$ cat config.mk
export PLATFORM = sky130hd
export DESIGN_NAME = mem_port_arbiter
export DESIGN_NICKNAME = d
export VERILOG_FILES = /design/src/rtl/mips_mem_pkg.sv /design/src/rtl/mem_port_arbiter.sv
export SDC_FILE = /design/constraint.sdc
export NUM_CORES = 1
export LEC_CHECK = 0
export ABC_AREA = 1
export BUFFER_PORTS_ARGS = -buffer_cell sky130_fd_sc_hd__clkbuf_2
export CAP_MARGIN = 20
export CORE_UTILIZATION = 51
export CTS_BUF_LIST = sky130_fd_sc_hd__clkbuf_16
export CTS_CLUSTER_DIAMETER = 50
export DETAILED_ROUTE_END_ITERATION = 7
export GPL_TIMING_DRIVEN = 0
export PLACE_DENSITY = 0.92
export SYNTH_ARGS = -nofsm -noshare
export SYNTH_HDL_FRONTEND = slang
export SYNTH_SLANG_ARGS = --single-unit
$ cat constraint.sdc
create_clock -name clk -period 11.35 [get_ports clk]
set_input_delay 2.27 -clock clk [delete_from_list [all_inputs] [get_ports clk]]
set_output_delay 2.27 -clock clk [all_outputs]
set_load 0.02 [all_outputs]
$ cat src/rtl/mips_mem_pkg.sv
// mips_mem_pkg: state, grant and latency-counter definitions shared by the memory port arbiter and memory model
package mips_mem_pkg;
  localparam int MEM_LAT_MAX = 15;
  localparam int CNT_W = 4;
  typedef enum logic [1:0] {
    IDLE  = 2'd0,
    ISSUE = 2'd1,
    WAIT  = 2'd2,
    RESP  = 2'd3
  } state_e;
  typedef enum logic [1:0] {
    GNT_NONE = 2'd0,
    GNT_I    = 2'd1,
    GNT_D    = 2'd2
  } gnt_e;
endpackage

$ cat src/rtl/mem_port_arbiter.sv
// mem_port_arbiter: shares one fixed-latency memory port between fetch (I) and data (D) stages, D has priority
//   clk/rst        : clock, async active-high reset
//   if_*           : fetch request (req/addr in, rdata/ready out)
//   d_*            : data request (req/we/be/addr/wdata in, rdata/ready out)
//   mem_*          : memory strobe, byte writes, address, write data, read data (MEM_LAT after mem_en)
//   busy           : high whenever an access is in flight (not IDLE)
module mem_port_arbiter
  import mips_mem_pkg::*;
#(
  parameter int ADDR_W  = 32,
  parameter int DATA_W  = 32,
  parameter int MEM_LAT = 2
) (
  input  logic                clk,
  input  logic                rst,
  input  logic                if_req,
  input  logic [ADDR_W-1:0]   if_addr,
  output logic [DATA_W-1:0]   if_rdata,
  output logic                if_ready,
  input  logic                d_req,
  input  logic                d_we,
  input  logic [DATA_W/8-1:0] d_be,
  input  logic [ADDR_W-1:0]   d_addr,
  input  logic [DATA_W-1:0]   d_wdata,
  output logic [DATA_W-1:0]   d_rdata,
  output logic                d_ready,
  output logic                mem_en,
  output logic [DATA_W/8-1:0] mem_we,
  output logic [ADDR_W-1:0]   mem_addr,
  output logic [DATA_W-1:0]   mem_wdata,
  input  logic [DATA_W-1:0]   mem_rdata,
  output logic                busy
);
  localparam int BE_W = DATA_W / 8;
  localparam logic [CNT_W-1:0] CNT_INIT = CNT_W'(MEM_LAT - 1);
  state_e            state_q, state_d;
  gnt_e              gnt_q, gnt_d;
  logic [CNT_W-1:0]  cnt_q, cnt_d;
  logic              mem_en_q, if_ready_q, d_ready_q, busy_q;
  logic [BE_W-1:0]   mem_we_q, mem_we_d;
  logic [ADDR_W-1:0] mem_addr_q, mem_addr_d;
  logic [DATA_W-1:0] mem_wdata_q, mem_wdata_d, if_rdata_q, d_rdata_q;
  logic              sample;
  // the memory's read data is valid only in the last WAIT cycle
  assign sample = state_q == WAIT && cnt_q == '0;
  always_comb begin
    state_d     = state_q;
    gnt_d       = gnt_q;
    cnt_d       = cnt_q;
    mem_we_d    = '0;
    mem_addr_d  = mem_addr_q;
    mem_wdata_d = mem_wdata_q;
    case (state_q)
      IDLE: begin
        if (d_req) begin
          state_d     = ISSUE;
          gnt_d       = GNT_D;
          mem_addr_d  = d_addr;
          mem_wdata_d = d_wdata;
          mem_we_d    = d_we ? d_be : '0;
        end else if (if_req) begin
          state_d    = ISSUE;
          gnt_d      = GNT_I;
          mem_addr_d = if_addr;
        end
      end
      ISSUE: begin
        state_d = WAIT;
        cnt_d   = CNT_INIT;
      end
      WAIT: begin
        cnt_d   = sample ? '0 : cnt_q - 1'b1;
        state_d = sample ? RESP : WAIT;
      end
      RESP: begin
        state_d = IDLE;
        gnt_d   = GNT_NONE;
      end
      default: state_d = IDLE;
    endcase
  end
  always_ff @(posedge clk or posedge rst) begin
    if (rst) begin
      state_q     <= IDLE;
      gnt_q       <= GNT_NONE;
      cnt_q       <= '0;
      mem_en_q    <= 1'b0;
      mem_we_q    <= '0;
      mem_addr_q  <= '0;
      mem_wdata_q <= '0;
      if_rdata_q  <= '0;
      d_rdata_q   <= '0;
      if_ready_q  <= 1'b0;
      d_ready_q   <= 1'b0;
      busy_q      <= 1'b0;
    end else begin
      state_q     <= state_d;
      gnt_q       <= gnt_d;
      cnt_q       <= cnt_d;
      mem_en_q    <= state_d == ISSUE;
      mem_we_q    <= mem_we_d;
      mem_addr_q  <= mem_addr_d;
      mem_wdata_q <= mem_wdata_d;
      if_ready_q  <= state_d == RESP && gnt_d == GNT_I;
      d_ready_q   <= state_d == RESP && gnt_d == GNT_D;
      busy_q      <= state_d != IDLE;
      if (sample && gnt_q == GNT_I) if_rdata_q <= mem_rdata;
      if (sample && gnt_q == GNT_D) d_rdata_q <= mem_rdata;
    end
  end
  assign mem_en    = mem_en_q;
  assign mem_we    = mem_we_q;
  assign mem_addr  = mem_addr_q;
  assign mem_wdata = mem_wdata_q;
  assign if_rdata  = if_rdata_q;
  assign d_rdata   = d_rdata_q;
  assign if_ready  = if_ready_q;
  assign d_ready   = d_ready_q;
  assign busy      = busy_q;
endmodule

== Word level (Yosys, flattened, before mapping) ==
Cells that the tools add are included.
Word-level totals
  word-level logic and storage cells: 48
  bits in registers: 144
  bits of input ports: 137
  output and inout bits: 136
Operators by class
  $add $sub $neg: 1
  multiplexer cells: 14
  eq/ne operators: 9
  reduce and logical (&&, ||, !) cells: 12
Operator list (number)
  $mux W32: 2
  $mux W4: 4
  $eq A2 B2 Y1 const B: 5
  $eq A2 B1 Y1 const B: 4
  $mux W2: 4
  $pmux W2 S4: 1
  $pmux W4 S2: 1
  $reduce_bool A2 Y1: 3
  $logic_and A1 B1 Y1: 5
  $logic_not A4 Y1: 1
  $pmux W2 S2: 1
  $reduce_and A2 Y1: 2
  $sub A4 B1 Y4 const B: 1
  $logic_not A2 Y1: 1
  $mux W1: 1

== Depth between registers and ports, before layout ==
  word-level depth: 6
  gate-level depth with buffers: 10
  gate-level depth less buffers: 9

== Worst setup path before layout ==
No wires, ideal clock.
  path type: in2reg
  from: in d_req
  to: reg mem_addr_q[0], in the netlist mem_addr[0]
  cell stages on the path: 6
  slack: 8263 ps
  arrival time: 2968 ps
  required time: 11231 ps
  library setup time: 119 ps
  buffers on the path: 2
  cell sequence: buf_2 -> nor2_2 -> nor2_4 -> buf_2 -> o21ai_1 -> o21a_1
On the way
  longest elaborated chain between the ends: 2
  elaborated cells between the ends (all ways): 3
  classes of those cells: mux (1); reduce/logical (2)
Ends and longest elaborated chain
  start: declaration: line mem_port_arbiter.sv:20  | input logic d_req,
  $reduce_bool A2 Y1 (no source line)
  $reduce_and A2 Y1 (no source line)
  end signal: assignment: line mem_port_arbiter.sv:102  | mem_addr_q <= mem_addr_d;
  end: declaration: line mem_port_arbiter.sv:41  | logic [ADDR_W-1:0] mem_addr_q, mem_addr_d;
Several ways; a longest one is shown, not always the timed one.
A chain may end at the register's enable or synchronous reset.

== Final worst setup path ==
  from: reg mem_addr_q[29], in the netlist mem_addr[29]
  to: out mem_addr[29]
RTL lines
  end: declaration: line mem_port_arbiter.sv:29  | output logic [ADDR_W-1:0] mem_addr,
No word-level cell between the ends.

==> summary.md <==
| Metric | Value |
|---|---|
| Status | completed |
| Max-cap violations | 0 |
| Initial Util | 52.34% |
| Max Slew Vio Count | 0 |
| Post-synth cell types | 21 |
| Core Area | 0.01142 mm^2 |
| Rows | 39 |
| Critical Path Sink | mem_addr[29] |
| Switching power | 1059 uW |
| Antenna Cells | 0 |
| FF-to-FF path depth | 7 |
| Clk root buf | clkbuf_16 |
| Met1 GRT Util | between 30% and 40% |
| Kind of cell adding the most delay to the critical path | flip-flops |
| Clk Latency, worst-skew pair | approximately 0.42 ns |
| Iteration count of the initial detailed-routing pass | 5 |
| Port Buffers | 271 |
| CTS tree | done |
| CP Launch Type | register |
| Die H | 110.3 um |
| Layout cells sized above 1 | 34.96% |
| Antenna violations before repair | 0 |
| PD cells | between 300 and 400 mW/mm^2 |
| Gr usage total | around a quarter |
| Tightest Pin Transition | 0.4818 ns |
| CP startpoint | mem_addr[29] |
| Die W | 110.3 um |
| Reg-to-reg startpoint | state_q[0] |
| Fillers | around 900 |
| Crit path depth | 1 |
| R2r endpoint | mem_addr[0] |
| Final period util | 28.75% |
| Synth Warn # | 0 |
| Wire per inst | 14.04 um |
| Hold Path Depth | 2 |
| Buffers plus inverters on the worst setup path | 1 |
| I/O pin cnt | 273 |
| Critical path endpoint category | output pin |
| Post-synthesis cell count | around 680 |
| Via count | 5634 |
| Final core utilization | ~72% |
| Remaining antenna violation count after routing | 0 |
| Total CTS buffers | 17 |
| Post-DR vias/cell | 5.012 |
| Worst path slowest cell | dfrtp_1 |
| M2 GR Usage | around 45% |
| RD Place Congestion | 0.8680 |
| Global-route wire length before repair | roughly 24 mm |
| M3 GR Usage | 6.878% |
| Ordered cell list for the critical path | clkbuf_2 |
| Int Pwr | 1504 uW |
| Count of final hold-check violations | 0 |
| CTS H-tree lvls | 4 |
| Critical path data arrival time | 0.99 ns |
| Worst-case hold slack | 0.4678 ns |
| Worst reg2reg setup slack | around 9.7 ns |
| Setup violators final | 0 |
| Slowest stage delay, CP | ~0.4 ns |
| WS Path Type | register to output pin |
| Switching fraction of total power | 41.31% |
| Nets | roughly 1.1k |
| Pin count of the biggest net entering global routing | 95 |
| Max Fclk | 306.4 MHz |
| Slew HR | 67.88% |
| Peak VDD IR | 242.6 uV |
| CTS resizes | 0 |
| Syn nets | 817 |
| Combinational Power Share | 42.0% |
| Gr ovfl total | 0 |
| Synthesized flop and latch total | 144 |
| Worst hold path class | register to register |
| Syn avg cell area | 8.829 um^2 |
| WP data required | 9.08 ns |
| Max FO, Critical Path | 2 |
| Postcts setup bufs | 0 |
| Seq pwr share | 34.9% |
| GR peak layer | met2 |
| Die area | 0.01216 mm^2 |
| Post-DP HPWL | 11.80 mm |
| Worst Skew | around 0.0088 ns |
| RSZ-0062 raised after global routing | false |
| Post-synthesis cell area | 0.005977 mm^2 |
| Clock power frac | 23.1% |
| Setup TNS | 0 ns |
| Area Overhead vs Synth | 36.72% |
| Post-route DRC | 0 |
| Minimum clock period after layout | 3.263 ns |
| Leakage | 0.004561 uW |
| Sequential fraction of the synthesis area | 60.29% |
| Clk slew on worst S/H paths | 0.06 ns |
| Initial DRC Count | 390 |
| CTS Hold Bufs | 0 |
| Clk sinks | between 100 and 150 |
| CTS Buffer Depth | 2 |
| Vias in the first global route | between 5k and 6k |
| Total routed wirelength | 15.78 mm |
==> cell usage in the layout (no fill, tap or decap) <==
master | synthesis | final
clkbuf_2 | 0 | 271
nand2_1 | 250 | 250
dfrtp_1 | 144 | 144
nor2_1 | 76 | 76
nand3_1 | 69 | 69
o21a_1 | 32 | 32
o21ai_1 | 29 | 29
buf_2 | 26 | 26
inv_1 | 16 | 18
clkbuf_16 | 0 | 17
clkbuf_1 | 6 | 6
inv_2 | 5 | 5
o21ai_0 | 5 | 5
bufinv_16 | 0 | 5
buf_4 | 4 | 4
clkinv_1 | 1 | 3
nor2_2 | 3 | 3
buf_6 | 3 | 3
ha_1 | 3 | 3
clkinv_2 | 0 | 3
clkinv_4 | 0 | 2
nand2_2 | 1 | 1
inv_6 | 0 | 1
nor2_4 | 1 | 1
o22ai_1 | 1 | 1
xor2_1 | 1 | 1
nand4_1 | 1 | 1
buf_16 | 0 | 1
==> worst min-delay path by stage <==
stage | startpoint | to | slack (ns)
after floorplan | cnt_q[3] | cnt_q[3] | 0.50
after global placement | if_rdata[8] | if_rdata[8] | 0.45
after detailed placement | d_rdata[30] | d_rdata[30] | 0.46
after CTS | d_rdata[30] | d_rdata[30] | 0.47
after global routing | if_rdata[11] | if_rdata[11] | 0.48
final | if_rdata[5] | if_rdata[5] | 0.47
==> synth_stat cells <==
master	number	area share, %
nor2_2	3	0.31
nand3_1	69	5.8
nor2_4	1	0.19
ha_1	3	0.63
inv_2	5	0.31
xor2_1	1	0.15
inv_1	16	1.0
clkbuf_1	6	0.38
nor2_1	76	4.8
o21a_1	32	4.0
nand4_1	1	0.10
o22ai_1	1	0.10
o21ai_0	5	0.42
clkinv_1	1	0.063
buf_2	26	2.2
nand2_2	1	0.10
dfrtp_1	144	60
buf_6	3	0.57
nand2_1	250	16
o21ai_1	29	2.4
buf_4	4	0.50
==> cell type report <==
class | instances | area, um^2 | area share, %
sequential | 144 | 3603 | 44.10
inverter | 22 | 87.58 | 1.072
clock inverter | 15 | 201.4 | 2.465
clock buffer | 17 | 425.4 | 5.206
buffer | 39 | 216.5 | 2.649
multi-input combinational | 472 | 2074 | 25.39
timing repair buffer | 272 | 1384 | 16.93
tap | 143 | 178.9 | 2.190
==> kinds of logic after synthesis <==
logic type | count (synthesis) | share of synthesized area [%]
buf+inv | 61 | 5.003
simple gates | 401 | 26.96
flops | 144 | 60.29
xor+xnor | 1 | 0.1466
fa+ha+maj | 3 | 0.6281
compound gates | 67 | 6.971
==> flip-flops by register name, summed over array words and instances (netlist names) <==
name / count
d_rdata: 32
if_rdata: 32
mem_addr: 32
mem_wdata: 32
cnt_q: 4
mem_we: 4
gnt_q: 2
state_q: 2
busy: 1
d_ready: 1
if_ready: 1
mem_en: 1
==> power groups by stage <==
stage               sequential, uW  combinational, uW  clock [uW]
global placement               887               1050           0
floorplan                     1170                416           0
global route                   927               1190         623
detailed placement             896               1080           0
finish                         895               1080         592
CTS                            893               1090         599
==> through the flow <==
| stage | instance area, um^2 | total power (uW) | instances | setup slack (ns) |
|---|---|---|---|---|
| 4_1_cts | 8172 | 2579 | 1124 | 8.065 |
| 5_1_grt | 8172 | 2743 | 1124 | 8.047 |
| 6_report | 8172 | 2563 | 1124 | 8.087 |
| 2_1_floorplan | 5977 | 1585 | 677 | 5.214 |
| 3_5_place_dp | 7545 | 1976 | 1092 | 7.993 |
| 3_3_place_gp | 7512 | 1937 | 1091 | 3.766 |
==> metal layers <==
layer  up-vias  share of wire [%]
met1      2616                 39
met2       252                 51
li1       2728                  -
met3        38                7.5
met4         0                2.9
met5         -                  0
No activity file was read; power rests on OpenSTA's default activity.
